[src/rtl/flow_led_ctrl_pkg.sv]
// flow_led_pkg: shared encodings for the flow LED pattern engine.
//   - MODE_*      : 2-bit run-time mode encodings presented on the mode input
//   - led_state_e : pattern FSM states
//   - is_onehot   : helper used to detect a corrupted single-hot pattern
package flow_led_pkg;

  localparam logic [1:0] MODE_ROT_L  = 2'b00;
  localparam logic [1:0] MODE_ROT_R  = 2'b01;
  localparam logic [1:0] MODE_BOUNCE = 2'b10;
  localparam logic [1:0] MODE_BLINK  = 2'b11;

  typedef enum logic [2:0] {
    ST_ROT_L,
    ST_ROT_R,
    ST_BNC_UP,
    ST_BNC_DN,
    ST_BLK_ON,
    ST_BLK_OFF
  } led_state_e;

  // Callers zero-extend their LED vector to 32 bits.
  function automatic logic is_onehot(input logic [31:0] v);
    return (v != 32'd0) && ((v & (v - 32'd1)) == 32'd0);
  endfunction

endpackage

[src/rtl/flow_led_ctrl_if.sv]
// flow_led_ctrl_if: control/display bundle of one LED bank.
//   en         : 1 = run, 0 = freeze
//   mode       : pattern select (see flow_led_pkg MODE_*)
//   speed      : step period = STEP_CYCLES >> speed
//   led        : registered LED drive, 1 = on
//   step_pulse : one-cycle strobe, high when led takes a new value
// master = controller side, slave = the pattern engine.
interface flow_led_ctrl_if #(
  parameter int LED_NUM = 4
);
  logic               en;
  logic [1:0]         mode;
  logic [1:0]         speed;
  logic [LED_NUM-1:0] led;
  logic               step_pulse;

  modport master (output en, mode, speed, input led, step_pulse);
  modport slave  (input en, mode, speed, output led, step_pulse);
endinterface

[src/rtl/flow_led_ctrl_timer.sv]
// led_step_timer: free-running step timer with a run-time rate shift.
//   clk, rst_n : clock, async active-low reset
//   i_en       : count enable; 0 holds the count and suppresses ticks
//   i_speed    : period = STEP_CYCLES >> i_speed
//   o_tick     : combinational, high in the last cycle of a period
module led_step_timer #(
  parameter int STEP_CYCLES = 10_000_000,
  parameter int CNT_W       = 24
) (
  input  logic       clk,
  input  logic       rst_n,
  input  logic       i_en,
  input  logic [1:0] i_speed,
  output logic       o_tick
);

  localparam logic [CNT_W-1:0] BASE = CNT_W'(STEP_CYCLES);

  logic [CNT_W-1:0] r_cnt;
  logic [CNT_W-1:0] w_last;

  assign w_last = (BASE >> i_speed) - CNT_W'(1);
  // >= rather than == so that lowering the period below the current count
  // fires on the next enabled cycle instead of wrapping the counter.
  assign o_tick = i_en && (r_cnt >= w_last);

  always_ff @(posedge clk or negedge rst_n) begin
    if (!rst_n)      r_cnt <= '0;
    else if (o_tick) r_cnt <= '0;
    else if (i_en)   r_cnt <= r_cnt + CNT_W'(1);
  end

endmodule

[src/rtl/flow_led_ctrl.sv]
// flow_led_ctrl: LED pattern engine for one bank of LED_NUM outputs.
//   sys_clk, sys_rst_n : clock, async active-low reset
//   bus (slave)        : en/mode/speed in, led/step_pulse out
// Modes: rotate-left, rotate-right, bounce, blink-all. led and step_pulse
// are registered and change one cycle after the timer tick.
module flow_led_ctrl
  import flow_led_pkg::*;
#(
  parameter int LED_NUM     = 4,
  parameter int STEP_CYCLES = 10_000_000,
  parameter int CNT_W       = 24
) (
  input  logic            sys_clk,
  input  logic            sys_rst_n,
  flow_led_ctrl_if.slave  bus
);

  localparam logic [LED_NUM-1:0] LED_LSB = LED_NUM'(1);
  localparam logic [LED_NUM-1:0] LED_MSB = {1'b1, {(LED_NUM-1){1'b0}}};
  localparam logic [LED_NUM-1:0] LED_ALL = '1;

  logic               w_tick;
  logic [LED_NUM-1:0] r_led;
  led_state_e         r_state;
  logic [1:0]         r_mode_q;
  logic               r_pulse;
  logic [LED_NUM-1:0] w_shl, w_shr, w_start_led;
  led_state_e         w_start_st;
  logic               w_onehot;

  led_step_timer #(
    .STEP_CYCLES (STEP_CYCLES),
    .CNT_W       (CNT_W)
  ) u_timer (
    .clk     (sys_clk),
    .rst_n   (sys_rst_n),
    .i_en    (bus.en),
    .i_speed (bus.speed),
    .o_tick  (w_tick)
  );

  // Pattern is one-hot in rotate/bounce, so a rotate is a valid shift.
  assign w_shl    = {r_led[LED_NUM-2:0], r_led[LED_NUM-1]};
  assign w_shr    = {r_led[0], r_led[LED_NUM-1:1]};
  assign w_onehot = is_onehot(32'(r_led));

  // Start pattern of the requested mode. Used both on a mode change and when
  // a corrupted pattern is reloaded (mode == mode_q in that case).
  always_comb begin
    w_start_led = LED_LSB;
    w_start_st  = ST_ROT_L;
    case (bus.mode)
      MODE_ROT_L:  begin w_start_led = LED_LSB; w_start_st = ST_ROT_L;  end
      MODE_ROT_R:  begin w_start_led = LED_MSB; w_start_st = ST_ROT_R;  end
      MODE_BOUNCE: begin w_start_led = LED_LSB; w_start_st = ST_BNC_UP; end
      default:     begin w_start_led = LED_ALL; w_start_st = ST_BLK_ON; end
    endcase
  end

  always_ff @(posedge sys_clk or negedge sys_rst_n) begin
    if (!sys_rst_n) begin
      r_led    <= LED_LSB;
      r_state  <= ST_ROT_L;
      r_mode_q <= MODE_ROT_L;
      r_pulse  <= 1'b0;
    end else begin
      r_pulse <= w_tick;
      if (w_tick) begin
        if (bus.mode != r_mode_q) begin
          r_led    <= w_start_led;
          r_state  <= w_start_st;
          r_mode_q <= bus.mode;
        end else if (!w_onehot && r_state != ST_BLK_ON && r_state != ST_BLK_OFF) begin
          r_led   <= w_start_led;
          r_state <= w_start_st;
        end else begin
          case (r_state)
            ST_ROT_L: r_led <= w_shl;
            ST_ROT_R: r_led <= w_shr;
            ST_BNC_UP:
              if (r_led[LED_NUM-1]) begin r_led <= w_shr; r_state <= ST_BNC_DN; end
              else                         r_led <= w_shl;
            ST_BNC_DN:
              if (r_led[0]) begin r_led <= w_shl; r_state <= ST_BNC_UP; end
              else                 r_led <= w_shr;
            ST_BLK_ON:  begin r_led <= '0;      r_state <= ST_BLK_OFF; end
            ST_BLK_OFF: begin r_led <= LED_ALL; r_state <= ST_BLK_ON;  end
            default:    begin r_led <= w_start_led; r_state <= w_start_st; end
          endcase
        end
      end
    end
  end

  assign bus.led        = r_led;
  assign bus.step_pulse = r_pulse;

endmodule

[src/flat_wrapper.sv]
// flat-port wrapper written by rule: the top's interface ports become plain ports
module flow_led_ctrl_flat import flow_led_pkg::*;
#(
  parameter int LED_NUM     = 4,
  parameter int STEP_CYCLES = 10_000_000,
  parameter int CNT_W       = 24
)
  (sys_clk, sys_rst_n, bus_en, bus_mode, bus_speed, bus_led, bus_step_pulse);
  flow_led_ctrl_if #(.LED_NUM(LED_NUM)) bus_i ();
  input  logic sys_clk;
  input  logic sys_rst_n;
  input wire logic [$bits(bus_i.en)-1:0] bus_en;
  input wire logic [$bits(bus_i.mode)-1:0] bus_mode;
  input wire logic [$bits(bus_i.speed)-1:0] bus_speed;
  output wire logic [$bits(bus_i.led)-1:0] bus_led;
  output wire logic [$bits(bus_i.step_pulse)-1:0] bus_step_pulse;
  assign bus_i.en = bus_en;
  assign bus_i.mode = bus_mode;
  assign bus_i.speed = bus_speed;
  assign bus_led = bus_i.led;
  assign bus_step_pulse = bus_i.step_pulse;
  flow_led_ctrl #(.LED_NUM(LED_NUM), .STEP_CYCLES(STEP_CYCLES), .CNT_W(CNT_W)) u_core (.sys_clk(sys_clk), .sys_rst_n(sys_rst_n), .bus(bus_i));
endmodule
[config.mk]
export PLATFORM = sky130hd
export DESIGN_NAME = flow_led_ctrl_flat
export DESIGN_NICKNAME = d
export VERILOG_FILES = /design/src/rtl/flow_led_ctrl_pkg.sv /design/src/rtl/flow_led_ctrl_if.sv /design/src/rtl/flow_led_ctrl_timer.sv /design/src/rtl/flow_led_ctrl.sv /design/src/flat_wrapper.sv
export SDC_FILE = /design/constraint.sdc
export NUM_CORES = 1
export LEC_CHECK = 0
export ABC_AREA = 1
export ABC_CLOCK_PERIOD_IN_PS = 2400
export CORE_MARGIN = 3
export CORE_UTILIZATION = 61
export DETAILED_ROUTE_END_ITERATION = 10
export GPL_TIMING_DRIVEN = 1
export PLACE_DENSITY = 0.8
export SYNTH_ARGS = -nofsm -noshare
export SYNTH_HDL_FRONTEND = slang
export SYNTH_SLANG_ARGS = --single-unit
[constraint.sdc]
create_clock -name sys_clk -period 2.4 [get_ports sys_clk]
set_input_delay 0.36 -clock sys_clk [delete_from_list [all_inputs] [get_ports sys_clk]]
set_output_delay 0.36 -clock sys_clk [all_outputs]
set_load 0.01 [all_outputs]
==> metrics.md <==
| Metric | Value |
|---|---|
| Status | `complete, no violations` |
| Max Clock Skew | `slightly below 8 ps` |
| Root Driver | `clkbuf_8` |
| Crit path launch | `bus_speed[1]` |
| Post-synthesis cell type count | `30` |
| DRC Markers | `0` |
| Simple-gate area share of the yosys netlist | `0.4120` |
| Layout fillers | `360` |
| Vias/cell | `roughly 5.5` |
| Critical path, cell by cell | `dlymetal6s2s_1, buf_6, ha_1, nor2_1, ha_1, nand2_1, inv_1, nand2_1, nand2_1, nand2_1, nand2_1, nand2_2, nand3_4, nand2_4, inv_2, buf_4, nand2_1, nand2_1` |
| CP Capture Type | `register` |
| Sequential-to-total area share from yosys stat | `0.2995` |
| Worst Hold Class | `primary input to async pin` |
| Internal Power | `1.350 mW` |
| Switching Share | `0.4332` |
| Final period util | `0.8295` |
| Largest net degree at the start of global routing | `35` |
| Reg-to-reg startpoint | `u_core.u_timer.r_cnt[15]$_DFFE_PN0P_` |
| Vias in the first global route | `2508` |
| CTS Buf Count | `5` |
| Port Buffer Count | `11` |
| Clock Sinks | `34` |
| Layout area overhead | `12.88%` |
| Max-slew headroom | `0.7047` |
| Worst-Margin Slew | `442.9 ps` |
| Design Area, Final | `between 0.003 and 0.004 mm²` |
| Post-synthesis register bit count | `34` |
| Core Area | `roughly 0.0044 mm²` |
| Post-CTS Setup Inserts | `0` |
| CP required | `about 2600 ps` |
| Fin crit period | `between 1500 and 2000 ps` |
| Critical Path AT | `between 2000 and 2500 ps` |
| Site row count | `24` |
| Initial drt markers | `about 210` |
| Max cap viols | `0` |
| Post-synthesis xor/xnor area fraction | `0.03386` |
| Clock-pin slew on the worst setup and hold paths | `about 60 ps` |
| DP Wirelength | `5.185 mm` |
| CP max FO | `6` |
| Number of synthesized flops with an enable pin | `0` |
| Initial antenna violation count | `0` |
| Die Area | `0.005520 mm²` |
| Util after Layout | `0.7276` |
| Leakage | `about 1.7 nW` |
| CP Class | `primary input to register` |
| Number of nets with antenna violations after routing | `0` |
| Post-synthesis mux area share | `0` |
| CP max stage delay | `around 250 ps` |
| Placement Cell Area | `0.003065 mm²` |
| Gpl congestion | `about 1.1` |
| Ys flop type | `dfrtp_1` |
| Starting Density | `0.6446` |
| VDD IR max | `between 0.5 and 0.6 mV` |
| N_diodes | `0` |
| Syn Area/Cell | `6.839 µm²` |
| H-tree Lvls | `2` |
| Most common cell on crit path | `nand2_1` |
| Synth top cells by count | `137 x nand2_1, 48 x nor2_1, 46 x inv_1` |
| I/O pin cnt | `12` |
| DR pass1 iterations | `5` |
| Total track usage | `0.2611` |
| CTS tree | `built` |
| Syn Nets | `between 400 and 500` |
| Clk network pwr share | `0.178` |
| Clock Path Buffers | `2` |
| Worst skew pair latency | `about 290 ps` |
| Reg power frac | `0.384` |
| Die Wd | `between 70 and 80 µm` |
| Final Hold Fails | `0` |
| Die Y | `about 74 µm` |
| RSZ-0062 raised after global routing | `false` |
| Final nets | `around 470` |
| Max Fclk | `about 500 MHz` |
| Net Switching | `between 1 and 1.5 mW` |
| Syn Std Cell Area | `between 0.002 and 0.003 mm²` |
| Synth area leaders | `dfrtp_1 29%, nand2_1 18%, ha_1 12%, nor2_1 6.3%, inv_1 6.1%` |
| Via count | `about 2700` |
| Main combinational cell family by area after synthesis | `simple AND/OR/NAND/NOR gates` |
| Compound-cell area share of the yosys netlist | `0.04749` |
| Routed wire length | `~6.7 mm` |
| Mapped Cells | `416` |
| Share of cells above drive strength 1 | `0.1361` |
| Synth Area in Adders | `0.1187` |
| CP startpoint kind | `primary input` |
| Setup Viol. Count Final | `0` |
| Yosys warns | `0` |
| Global-route wire length before repair | `between 10 and 15 mm` |
| Crit-path slowest cell | `ha_1` |
| Gr ovfl total | `0` |
| Async S/R FF share, synth | `1.000` |
| Yosys top cell area share | `0.2902` |
| Cell Pwr Density | `between 700 and 800 mW/mm²` |
| Top-count cell post-synth | `nand2_1` |
| Fin. max-slew vios | `0` |
| Gate power share | `0.438` |
| Wire per inst | `between 10 and 15 µm` |
| Area leader, netlist | `dfrtp_1` |
## power groups by stage
stage	Clock (mW)	Combinational, mW	Sequential [mW]
2_1_floorplan	0	0.784	0.842
3_3_place_gp	0	0.977	0.915
3_5_place_dp	0	1.00	0.918
4_1_cts	0.432	1.01	0.908
5_1_grt	0.452	1.21	0.935
6_report	0.424	1.04	0.914
## logic make-up after synthesis
family          count (synthesis)
flops                          34
simple gates                  260
compound gates                 25
buf+inv                        59
fa+ha+maj                      27
xor+xnor                       11
## flip-flops by register name (all words and copies together), names as in the netlist
register               cells
u_core.bus.led             4
u_core.bus.step_pulse      1
u_core.r_mode_q            2
u_core.r_state             3
u_core.u_timer.r_cnt      24
## worst max-delay path, delay by kind of cell
family | cells | cell delay [ps]
and+or+nand+nor | 11 | 820
buffers and inverters | 5 | 540
adders and majority gates | 2 | 430
## layout by cell type, fill, tap and decap left out, types with 2 or more instances in the layout
cell             count
o21ai_1              2
buf_4               12
nor2_4               5
buf_6                2
dfrtp_1             33
o21ai_0             10
nand2_1            133
nand3_1             32
xnor2_1              2
nand4_1             12
a21oi_1              9
inv_1               43
nand2_2             11
nor3_1               7
inv_2                8
xor2_1               9
ha_1                26
nor2_1              46
clkbuf_8             6
dlymetal6s2s_1       2
nor2_2               5
o211ai_1             2
nand3_2              3
clkdlybuf4s50_1      9
nor3_2               2
## per-stage QoR
| stage | hold slack (ps) | power (mW) | instances | TNS [ps] | worst slack (ps) |
|---|---|---|---|---|---|
| 2_1_floorplan | 64.41 | 1.625 | 416 | 0 | 392.8 |
| 3_3_place_gp | 496.2 | 1.892 | 485 | -5019 | -172.9 |
| 3_5_place_dp | 507.3 | 1.919 | 485 | -7613 | -252.0 |
| 4_1_cts | 500.9 | 2.351 | 493 | 0 | 34.40 |
| 5_1_grt | 514.5 | 2.594 | 493 | 0 | 272.3 |
| 6_report | 492.6 | 2.381 | 493 | 0 | 409.3 |
## final timing paths
check                                                        to  cells after the start  slack [ps]
setup reg to reg            u_core.u_timer.r_cnt[3]$_DFFE_PN0P_                     11         530
max in group asynchronous         u_core.bus.led[0]$_DFFE_PN1N_                      2        1560
setup / recovery                  u_core.bus.led[2]$_DFFE_PN0N_                     18         410
hold / removal             u_core.u_timer.r_cnt[23]$_DFFE_PN0P_                      2         490
hold reg to reg                  u_core.r_mode_q[1]$_DFFE_PN0P_                      2         520
min in group sys_clk             u_core.r_mode_q[1]$_DFFE_PN0P_                      2         520
## area by class of cell
type / count / area [µm²] / share of cell area
Multi-Input combinational cell: 323 / 1784 / 0.5555
Sequential cell: 34 / 852.1 / 0.2653
Timing Repair Buffer: 25 / 227.7 / 0.07090
Inverter: 51 / 191.4 / 0.05960
Clock buffer: 7 / 86.33 / 0.02688
Tap cell: 52 / 65.06 / 0.02026
Clock inverter: 1 / 5.005 / 0.001558
## metal layers
| metal | wire, µm | up-vias | track usage |
|---|---|---|---|
| met4 | 87 | 0 | 0.05138 |
| met2 | 3081 | 81 | 0.4183 |
| li1 | - | 1367 | - |
| met5 | 0 | - | 0 |
| met1 | 3036 | 1257 | 0.3658 |
| met3 | 449 | 12 | 0.05946 |
## timing repair
action                                  in CTS  in global routing
hold buffers                                 0                  0
resized for setup                            0                 17
endpoints found under the setup margin       0                 33
Power figures use the tool's default switching activity.
